[config.mk]
export PLATFORM = sky130hd
export DESIGN_NAME = wb_arbiter
export DESIGN_NICKNAME = d
export VERILOG_FILES = /design/src/rtl/wb_arbiter.sv
export SDC_FILE = /design/constraint.sdc
export NUM_CORES = 1
export LEC_CHECK = 0
export ABC_AREA = 1
export ABC_CLOCK_PERIOD_IN_PS = 8100
export BUFFER_PORTS_ARGS = -buffer_cell sky130_fd_sc_hd__buf_2
export CORE_MARGIN = 2
export CORE_UTILIZATION = 27
export DETAILED_ROUTE_END_ITERATION = 12
export PLACE_DENSITY_LB_ADDON = 0.12
export SYNTH_ARGS = -nofsm -noshare
export SYNTH_HDL_FRONTEND = slang
export SYNTH_SLANG_ARGS = --single-unit
[constraint.sdc]
create_clock -name clk -period 8.1 [get_ports clk]
set_clock_uncertainty 0.05 [all_clocks]
set_input_delay 1.215 -clock clk [delete_from_list [all_inputs] [get_ports clk]]
set_output_delay 1.215 -clock clk [all_outputs]
set_load 0.01 [all_outputs]
[src/rtl/wb_arbiter.sv]
// Write-back arbiter: grants up to two of four result sources per cycle in
// round-robin order and drives two registered register-file write ports.
module wb_arbiter #(
    parameter int DATA_W  = 32,
    parameter int NUM_REQ = 4
) (
    input  logic                      clk,
    input  logic                      rst_n,
    input  logic [NUM_REQ-1:0]        req_valid,
    input  logic [5*NUM_REQ-1:0]      req_rd,
    input  logic [DATA_W*NUM_REQ-1:0] req_data,
    output logic [NUM_REQ-1:0]        req_ready,
    output logic                      write1,
    output logic [4:0]                rd1,
    output logic [DATA_W-1:0]         write1_data,
    output logic                      write2,
    output logic [4:0]                rd2,
    output logic [DATA_W-1:0]         write2_data
);

    logic [1:0]        ptr;
    logic [4:0]        rd_a  [NUM_REQ];
    logic [DATA_W-1:0] dat_a [NUM_REQ];

    for (genvar i = 0; i < NUM_REQ; i++) begin : g_unpack
        assign rd_a[i]  = req_rd[5*i +: 5];
        assign dat_a[i] = req_data[DATA_W*i +: DATA_W];
    end

    logic               g1;
    logic               g2;
    logic [1:0]         s1;
    logic [1:0]         s2;
    logic [1:0]         idx;
    logic [NUM_REQ-1:0] gnt;

    always_comb begin
        g1  = 1'b0;
        g2  = 1'b0;
        s1  = '0;
        s2  = '0;
        idx = '0;
        gnt = '0;
        for (int k = 0; k < NUM_REQ; k++) begin
            idx = ptr + 2'(k);
            if (req_valid[idx]) begin
                // rd=0 results are dropped: always accepted, never use a port
                if (rd_a[idx] == 5'd0) begin
                    gnt[idx] = 1'b1;
                end else if (!g1) begin
                    g1       = 1'b1;
                    s1       = idx;
                    gnt[idx] = 1'b1;
                end else if (!g2 && rd_a[idx] != rd_a[s1]) begin
                    g2       = 1'b1;
                    s2       = idx;
                    gnt[idx] = 1'b1;
                end
            end
        end
    end

    assign req_ready = rst_n ? gnt : '0;

    always_ff @(posedge clk) begin
        if (!rst_n) begin
            ptr         <= '0;
            write1      <= 1'b0;
            rd1         <= '0;
            write1_data <= '0;
            write2      <= 1'b0;
            rd2         <= '0;
            write2_data <= '0;
        end else begin
            if (g2) begin
                ptr <= s2 + 2'd1;
            end else if (g1) begin
                ptr <= s1 + 2'd1;
            end
            write1      <= g1;
            rd1         <= g1 ? rd_a[s1] : '0;
            write1_data <= g1 ? dat_a[s1] : '0;
            write2      <= g2;
            rd2         <= g2 ? rd_a[s2] : '0;
            write2_data <= g2 ? dat_a[s2] : '0;
        end
    end

endmodule

== Word level (Yosys, flattened, before mapping) ==
Cells that the tools add are included.
Storage, ports and cells
  word-level logic and storage cells: 167
  output and inout bits: 80
  register bits after elaboration: 78
Operators by class
  mux-type cells: 108
  reduce and logical (&&, ||, !) cells: 15
  equality and inequality tests: 3
  add/sub/neg operators: 5
  bitwise operators: 12
  $lt $le $gt $ge: 17
Operators by type and width (count)
  32-bit binary-select mux with 2-bit select: 2
  32-bit two-way mux: 4
  5-bit binary-select mux with 2-bit select: 9
  5-bit two-way mux: 18
  4-bit two-way mux: 14
  2-bit two-way mux: 25
  1-bit two-way mux: 28
  3-bit greater-or-equal comparator, second input constant: 9
  2-bit inverter with 3-bit output: 9
  5-bit logical NOT: 4
  5-bit inequality test: 3
  2-bit by 3-bit < comparator with 1-bit output, second input constant: 4
  4-bit bitwise OR: 3
  1-bit binary-select mux with 2-bit select: 4
  1-bit demux with 2-bit select: 4
  2-bit by 1-bit greater-or-equal comparator with 1-bit output, second input constant: 4
  2-bit by 1-bit adder with 2-bit output, second input constant: 3
  1-bit logical AND: 6
  2-bit adder, second input constant: 2
  2-bit AND reduction: 2
  1-bit logical NOT: 2
  2-bit nonzero test: 1

== Logic depth before layout (Yosys ltp) ==
Gate-level depths: netlist (run 1).
  word-level depth: 32
  depth in mapped cells: 34

== Worst setup path after synthesis (run 1) ==
Ideal clock, no wire load.
  kind: input port to output port
  from: in req_valid[3]
  to: out req_ready[0]
  buffers on the path: 1
  required time: 6.835 ns
  cell stages on the path: 19
  arrival: 3.266 ns
  path slack: 3.569 ns
  cell sequence: inv_1 -> o21ai_0 -> o21ai_1 -> nor2_1 -> nand3_2 -> nand2_4 -> buf_4 -> nand2_1 -> nand3_1 -> nand3_1 -> nand2_1 -> nand3_1 -> o21bai_1 -> nand2_1 -> nand2_2 -> o21ai_0 -> nand3_1 -> nand3_1 -> a31oi_1
Between the ends
  cells in the longest elaborated chain, start to end: 25
  elaborated cells on any way between the ends: 64
  classes of those cells: 3 x eq/ne; 51 x mux; 6 x bitwise; 4 x reduce/logical
Ends and longest elaborated chain
  start: declaration: line 9  | input logic [NUM_REQ-1:0] req_valid,
  1-bit binary-select mux with 2-bit select: line 46  | if (req_valid[idx]) begin
  1-bit two-way mux (not written as such): line 46
  2-bit two-way mux: line 46
  2-bit inverter with 3-bit output (not written as such): line 54  | end else if (!g2 && rd_a[idx] != rd_a[s1]) begin
  5-bit binary-select mux with 2-bit select: line 54
  5-bit two-way mux (not written as such) (2 in a row): line 54
  5-bit inequality test: line 54
  1-bit two-way mux: line 54
  (+8 left out)
  1-bit two-way mux: line 46
  1-bit logical NOT: line 54
  1-bit logical AND: line 54
  4-bit two-way mux: line 54
  4-bit two-way mux: line 50  | end else if (!g1) begin
  4-bit two-way mux: line 48  | if (rd_a[idx] == 5'd0) begin
  4-bit two-way mux (*): line 46
  4-bit two-way mux (*): line 63  | assign req_ready = rst_n ? gnt : '0;
  end: declaration: line 12  | output logic [NUM_REQ-1:0] req_ready,
Mark *: on every way between the ends. The rest lies on a longest branch, timed or not. The select of a mux whose other input is x is not followed.

== Final worst setup path (run 1) ==
  from: reg ptr[1]
  to: out req_ready[3]
Between the ends
  cells in the longest elaborated chain, start to end: 29
  elaborated cells on any way between the ends: 109
  classes of those cells: 3 x add/sub; 8 x order compare; 3 x eq/ne; 73 x mux; 10 x bitwise; 12 x reduce/logical
Ends and longest elaborated chain
  start: declaration: line 21  | logic [1:0] ptr;
  start signal: assignment: line 76  | ptr <= s2 + 2'd1;
  start signal: assignment: line 78  | ptr <= s1 + 2'd1;
  2-bit inverter with 3-bit output
  5-bit binary-select mux with 2-bit select
  5-bit two-way mux (2 in a row)
  5-bit logical NOT: line 48
  2-bit two-way mux: line 48
  2-bit two-way mux: line 46
  2-bit inverter with 3-bit output (not written as such): line 54
  5-bit binary-select mux with 2-bit select: line 54
  (+12 left out)
  1-bit two-way mux: line 46
  1-bit logical NOT: line 54
  1-bit logical AND: line 54
  4-bit two-way mux: line 54
  4-bit two-way mux: line 50
  4-bit two-way mux: line 48
  4-bit two-way mux (*): line 46
  4-bit two-way mux (*): line 63
Marks and branches as above.

==> key figures, run 1 <==
Timing
  – # setup viols final: 0
  – F_max: approximately 160 MHz
  – Final hold slack: 775 ps
  – Crit share post-route: 0.764
  – Worst Tran Pin Value: roughly 1200 ps
  – Total negative slack: 0 ps
  – RSZ-0062 raised after global routing: no
  – Hold Vio Cnt, Final: 0
  – Fin. max-slew vios: 0
  – Slew HR: 0.220
  – Post-layout min period: about 6200 ps

GRT
  – Initial antenna violation count: 0
  – Global-route wire length before repair: 42.9 mm
  – Largest net degree at the start of global routing: 76
  – GRT Overall Usage: 0.207
  – Vias in the first global route: around 7600
  – Total grt overflow: 0

Worst setup path
  – Worst setup SP type: flip-flop
  – Worst setup EP type: primary output
  – Critical Path RT: about 6800 ps
  – Setup CP Type: flip-flop to primary output
  – CP peak stage delay: 650 ps
  – RR Endpoint: write2_data[29]
  – Internal reg-to-reg setup slack: 2120 ps
  – Worst r2r src: ptr[1]
  – R2R cell count: 26
  – Critical Path AT: 4920 ps
  – Worst Path Max Fanout: 21
  – CP most frequent cell: nand2_1
  – Crit-path slowest cell: dfxtp_1

Clocking
  – H-tree depth: 3
  – Buffer levels on the longest clock path: 2
  – Post-CTS Setup Inserts: 0
  – CTS Hold Bufs: 0
  – Clk Latency, worst-skew pair: roughly 340 ps
  – Root Buffer: clkbuf_16
  – Resized Gates After CTS: 0
  – Total CTS buffers: 9
  – Clock-pin slew on the worst setup and hold paths: ~60 ps
  – CTS tree: built
  – Clk sinks: a little under 80

Power
  – Static Leakage: around 4.4 nW
  – Power Dens Cells: 590 nW/um^2
  – Gate power share: 0.790
  – Sequential Power Share: 0.120
  – Internal power: around 2.0 mW
  – Switching share of power: 0.592
  – Sw Pwr: roughly 2.9 mW
  – Peak supply drop: 0.000364 V
  – Clock share of power: 0.090

Hold path
  – Hold Path Class: flip-flop to flip-flop
  – Hold endpoint: ptr[1]
  – Worst hold path cell count: 4
  – Hold wc startpoint: ptr[1]

Synth
  – Seq/Total Area, Yosys: 0.232
  – Synth unique cells: 39
  – Syn Area/Cell: around 6 sq um
  – Synth top area share: 0.232
  – Yosys top cell by area: dfxtp_1
  – Synth Register Bits: 78
  – Largest cells by area after synthesis: dfxtp_1 23%, nand3_1 17%, nand2_1 16%
  – Synth warnings: 0
  – Cells after synthesis: about 1200
  – Mapped Area: 6730 sq um
  – Syn_nets: around 1300

Cells and area
  – N_diodes: 0
  – Utilization after layout: 0.341
  – Area growth syn-to-layout: 23.4%
  – Layout cells sized above 1: 0.223
  – Fin nets: approximately 1500
  – Most frequent cells in the layout: 290 x nand2_1, 233 x buf_2, 222 x nand3_1, 146 x inv_1, 117 x a21oi_1
  – Commonest non-fill, non-tap cell in the layout: nand2_1

Run
  – Max cap viols: 0

Place
  – Post-DP HPWL: just under 20 mm
  – RD Place Congestion: around 0.9
  – IO Port Bufs: between 200 and 250

Detailed routing
  – Average vias per placed instance: between 5 and 6
  – Detail Route Antenna Nets: 0
  – Vias: ~8300
  – Total wire length: approximately 28 mm
  – Drt initial violations: between 700 and 800
  – DR DRC count: 0
  – WL per Instance: around 17 microns
  – First drt pass iteration count: 5

Die
  – Die height: between 150 and 200 microns
  – I/O pins: ~230
  – Starting density of the core: 0.276
  – Core area: about 24000 sq um
  – Die area: between 20000 and 30000 sq um
  – Die width: roughly 160 microns
  – Floorplan row count: 57

Outcome
  – Outcome: complete, no violations
[critical path: cells and delay by family (launching register included)]
family / cells / cell delay (ps)
AND/OR/NAND/NOR: 17 / 2080
flip-flops: 1 / 650
adder cells (fa/ha/maj): 1 / 560
buffers and inverters: 4 / 770
AO/OA/AOI/OAI: 3 / 480
[routing by layer]
| layer | track usage | vias up | routed length (microns) |
|---|---|---|---|
| met5 | 0 | - | 0 |
| li1 | - | 4149 | - |
| met4 | 0.0720 | 0 | 759 |
| met3 | 0.0299 | 45 | 1740 |
| met1 | 0.279 | 3753 | 12600 |
| met2 | 0.339 | 326 | 12900 |
[area by class of cell]
class | count | area [sq um]
Clock inverter | 6 | 86.3
Sequential cell | 78 | 1560
Tap cell | 324 | 405
Clock buffer | 9 | 225
Multi-Input combinational cell | 838 | 4210
Fill cell | 2786 | 16100
Inverter | 157 | 594
Timing Repair Buffer | 240 | 1220
[kinds of logic after synthesis]
group / share of synthesized area
AND/OR/NAND/NOR: 0.417
buffers and inverters: 0.148
XOR/XNOR: 0.00390
flip-flops: 0.232
adder cells (fa/ha/maj): 0.00743
AO/OA/AOI/OAI: 0.192
[state kept, by name, indices dropped and copies added, names as in the netlist]
| register | cells |
|---|---|
| rd2 | 5 |
| ptr | 2 |
| write1_data | 32 |
| write1 | 1 |
| rd1 | 5 |
| write2_data | 32 |
| write2 | 1 |
[worst max-delay path by stage]
stage                       startpoint         endpoint  slack (ps)  cells after the start
after floorplan           req_valid[3]     req_ready[0]        3570                     19
after global placement          ptr[0]  write2_data[29]        2160                     28
after detailed placement        ptr[1]  write2_data[29]        2070                     26
after CTS                       ptr[1]     req_ready[3]        1870                     25
after global routing            ptr[1]     req_ready[3]        1390                     25
final                           ptr[1]     req_ready[3]        1910                     25
[metrics by stage]
stage | cell area, sq um | cells | power, mW | worst slack [ps]
floorplan | 6730 | 1151 | 3.60 | 3570
global placement | 7990 | 1637 | 4.49 | 2160
detailed placement | 7990 | 1637 | 4.49 | 2070
CTS | 8310 | 1652 | 4.95 | 1870
global route | 8310 | 1652 | 5.46 | 1390
finish | 8310 | 1652 | 4.90 | 1910
[synthesized netlist by cell type (all sizes together)]
| cell type | count |
|---|---|
| nor2 | 33 |
| nand3 | 227 |
| o2111ai | 1 |
| a21oi | 120 |
| dfxtp | 78 |
| nand2 | 300 |
| inv | 157 |
| ha | 4 |
| o211ai | 39 |
| xor2 | 3 |
| or2 | 2 |
| o41ai | 3 |
| buf | 49 |
| clkbuf | 29 |
| a31oi | 3 |
| nor3 | 2 |
| nand3b | 34 |
| o22ai | 4 |
| nand4 | 5 |
| o21ai | 55 |
| o21bai | 2 |
| a211oi | 1 |
[power groups by stage]
stage               sequential, mW  clock, mW  combinational [mW]
floorplan                    0.652          0                2.95
global placement             0.598          0                3.89
detailed placement           0.598          0                3.89
CTS                          0.589      0.455                3.91
global route                 0.599      0.468                4.39
finish                       0.587      0.442                3.87
Power figures use the tool's default switching activity.
==> run 2, diff against run 1 <==
ABC_AREA = 0   (was 1)
ABC_CLOCK_PERIOD_IN_PS = 5500   (was 8100)
clock period = 5.5 ns   (was 8.1 ns; I/O delays follow)
==> key figures, run 2 <==
Detailed routing
  – First drt pass iteration count: 6 (+1)
  – Total wire length: 22.4 mm (-20%)
  – Drt initial violations: 268 (-65%)
  – Detail Route Antenna Nets: 0 (unchanged)
  – Average vias per placed instance: 5.35 (+6.9%)
  – DR DRC count: 0 (unchanged)
  – WL per Instance: 20.6 microns (+21%)
  – Vias: 5833 (-29%)

Power
  – Internal power: 3.38 mW (+69%)
  – Clock share of power: 0.098 (+0.008)
  – Sw Pwr: 2.65 mW (-8.6%)
  – Power Dens Cells: 748 nW/um^2 (+27%)
  – Switching share of power: 0.439 (-0.152)
  – Static Leakage: 3.73 nW (-16%)
  – Peak supply drop: 0.000559 V (+53%)
  – Gate power share: 0.762 (-0.028)
  – Sequential Power Share: 0.140 (+0.020)

Cells and area
  – Area growth syn-to-layout: 37.4%
  – Fill count: 2136 (-23%)
  – N_diodes: 0 (unchanged)
  – Fin nets: 968 (-35%)
  – Layout cells sized above 1: 0.506 (+0.283)
  – Final Instance Count excl. Fillers: 1090 (-34%)
  – Top flop regs: write1_data: 32 flops, write2_data: 32 flops
  – Commonest non-fill, non-tap cell in the layout: buf_2
  – Most frequent cells in the layout: 233 x buf_2, 83 x mux2i_1, 76 x dfxtp_1, 65 x buf_4, 59 x mux4_2

Worst setup path
  – Critical Path AT: 4870 ps (-50 ps)
  – Worst setup SP type: flip-flop
  – Worst setup EP type: primary output
  – Critical Path RT: 4620 ps (-2220 ps)
  – Setup CP Type: flip-flop to primary output
  – Worst Path Max Fanout: 5 (-76%)

Die
  – Die width: 151 microns (-6.5%)
  – Floorplan row count: 53 (-7.0%)
  – Core area: 21200 sq um (-13%)
  – Starting density of the core: 0.277 (+0.00125)
  – Die height: 151 microns (-6.5%)
  – Die area: 22900 sq um (-13%)
  – I/O pins: 234 (unchanged)

Timing
  – Worst Tran Pin Value: 746 ps (-422 ps)
  – RSZ-0062 raised after global routing: yes
  – Total negative slack: -795 ps (-795 ps)
  – Post-layout min period: 5750 ps
  – Slew HR: 0.499 (+0.279)
  – Final setup margin: -247 ps (-2160 ps)
  – Hold Vio Cnt, Final: 0 (unchanged)
  – Fin. max-slew vios: 0 (unchanged)
  – F_max: 174 MHz
  – # setup viols final: 4 (+4)
  – Crit share post-route: 1.04

Synth
  – Post-synth EDFFs: 0 (unchanged)
  – Largest cells by area after synthesis: dfxtp_1 27%, mux4_2 23%, mux2i_1 14%
  – Synth warnings: 0 (unchanged)
  – FFs w/ async S/R, synth: 0 (unchanged)
  – Count leader, synth: mux2i_1
  – Seq/Total Area, Yosys: 0.266 (+0.0343)
  – Synth Register Bits: 78 (unchanged)
  – Syn Area/Cell: 10.5 sq um (+80%)
  – Cells after synthesis: 556 (-52%)
  – Mapped Area: 5870 sq um (-13%)
  – Synth top area share: 0.266 (+0.0343)
  – Synth unique cells: 59 (+51%)
  – Ys flop type: dfxtp_1
  – Post-synth top cells: 83 x mux2i_1, 78 x dfxtp_1, 59 x mux4_2, 41 x o22ai_1, 37 x and2_1
  – Yosys top cell by area: dfxtp_1
  – Syn_nets: 714 (-45%)

GRT
  – Initial antenna violation count: 0 (unchanged)
  – GRT Overall Usage: 0.191 (-0.0169)
  – Largest net degree at the start of global routing: 49 (-36%)
  – Total grt overflow: 0 (unchanged)
  – Vias in the first global route: 5926 (-22%)
  – Global-route wire length before repair: 33.2 mm (-22%)

Place
  – IO Port Bufs: 233 (unchanged)
  – Placed insts: 1070 (-35%)
  – RD Place Congestion: 0.830 (-8.2%)
  – Post-DP HPWL: 16.7 mm (-15%)

Run
  – Max cap viols: 0 (unchanged)

Outcome
  – Outcome: finished, violations left
  – Failing checks: negative setup slack

Clocking
  – Root Buffer: clkbuf_16
  – Buffer levels on the longest clock path: 2 (unchanged)
  – Clk sinks: 78 (unchanged)
  – Clk Latency, worst-skew pair: 330 ps (about the same)
  – Total CTS buffers: 9 (unchanged)
  – CTS tree: built
  – H-tree depth: 3 (unchanged)
  – Clock-pin slew on the worst setup and hold paths: 70 ps (about the same)

Hold path
  – Hold Path Class: primary input to flip-flop
run 2: changes by cell type after synthesis, moves of 37 or more:
| cell | delta |
|---|---|
| inv_1 | -142 |
| o22ai_1 | +37 |
| nand2_1 | -263 |
| mux4_2 | +59 |
| mux2i_1 | +83 |
| o211ai_1 | -39 |
| and2_1 | +37 |
| a21oi_1 | -106 |
| nand3_1 | -211 |
run 2: kinds of logic (layout without fill, tap and decap cells):
logic type                 after synthesis  in the layout  share of synthesized area
and+or+nand+nor                        135            135                      0.130
muxes                                  146            146                      0.376
adders and majority gates                4              4                    0.00853
buffers and inverters                   68            327                     0.0634
xor gates and xnor gates                17             17                     0.0254
AOI/OAI and AO/OA                      108            108                      0.130
DFF                                     78             78                      0.266
run 2: final cells by class:
type                            instances  area, sq um  area share
Clock buffer                           11          233      0.0289
Clock inverter                          5         58.8     0.00730
Inverter                                5         23.8     0.00295
Multi-Input combinational cell        410         4040       0.502
Sequential cell                        78         1570       0.194
Tap cell                              275          344      0.0427
Timing Repair Buffer                  306         1790       0.222
run 2: power by group through the flow:
stage	clock, mW	sequential, mW	combinational (mW)
2_1_floorplan	0	0.954	3.28
3_3_place_gp	0	0.849	4.52
3_5_place_dp	0	0.855	4.55
4_1_cts	0.615	0.846	4.60
5_1_grt	0.640	0.865	4.97
6_report	0.592	0.843	4.60
run 2: routing by layer:
| layer | vias up | wire, microns | GRT usage |
|---|---|---|---|
| met4 | 0 | 376 | 0.0537 |
| met1 | 2863 | 8910 | 0.231 |
| li1 | 2664 | - | - |
| met5 | - | 0 | 0 |
| met3 | 28 | 1930 | 0.0410 |
| met2 | 278 | 11200 | 0.339 |
run 2: critical path: stages (launching register included):
cell and delay, ps:
dfxtp_4 370, inv_6 30, ha_4 320, mux4_2 560, or4_4 600, o21a_4 240
nor3_4 190, mux2_4 350, buf_6 130, mux4_2 300, xor2_2 170, nor4_4 320
nor3_2 70, o31a_1 400, a222oi_1 240, nor2b_1 80, buf_2 140
run 2: repair_timing:
action                                  in CTS  in global routing
setup buffers                                2                  2
gates resized for setup                      7                  4
endpoints found under the setup margin       4                  4
hold buffers                                 0                  0
pin swaps                                   10                  7
run 2: worst paths after layout:
path	from	slack, ps	endpoint	cells past startpoint
min reg2reg	ptr[0]	770	ptr[0]	3
max	ptr[0]	-250	req_ready[3]	16
max reg2reg	ptr[0]	230	write2_data[19]	17
min	req_data[71]	730	write2_data[7]	3
run 2: per-stage QoR:
| stage | power, mW | cell area (sq um) | utilization | setup slack, ps | hold slack (ps) |
|---|---|---|---|---|---|
| floorplan | 4.23 | 5940 | - | -170 | 893 |
| global placement | 5.37 | 7690 | 0.363 | -66.7 | 836 |
| detailed placement | 5.40 | 7690 | 0.363 | -132 | 810 |
| CTS | 6.06 | 8020 | 0.379 | -255 | 714 |
| global route | 6.47 | 8060 | 0.381 | -440 | 721 |
| finish | 6.03 | 8060 | 0.381 | -247 | 734 |
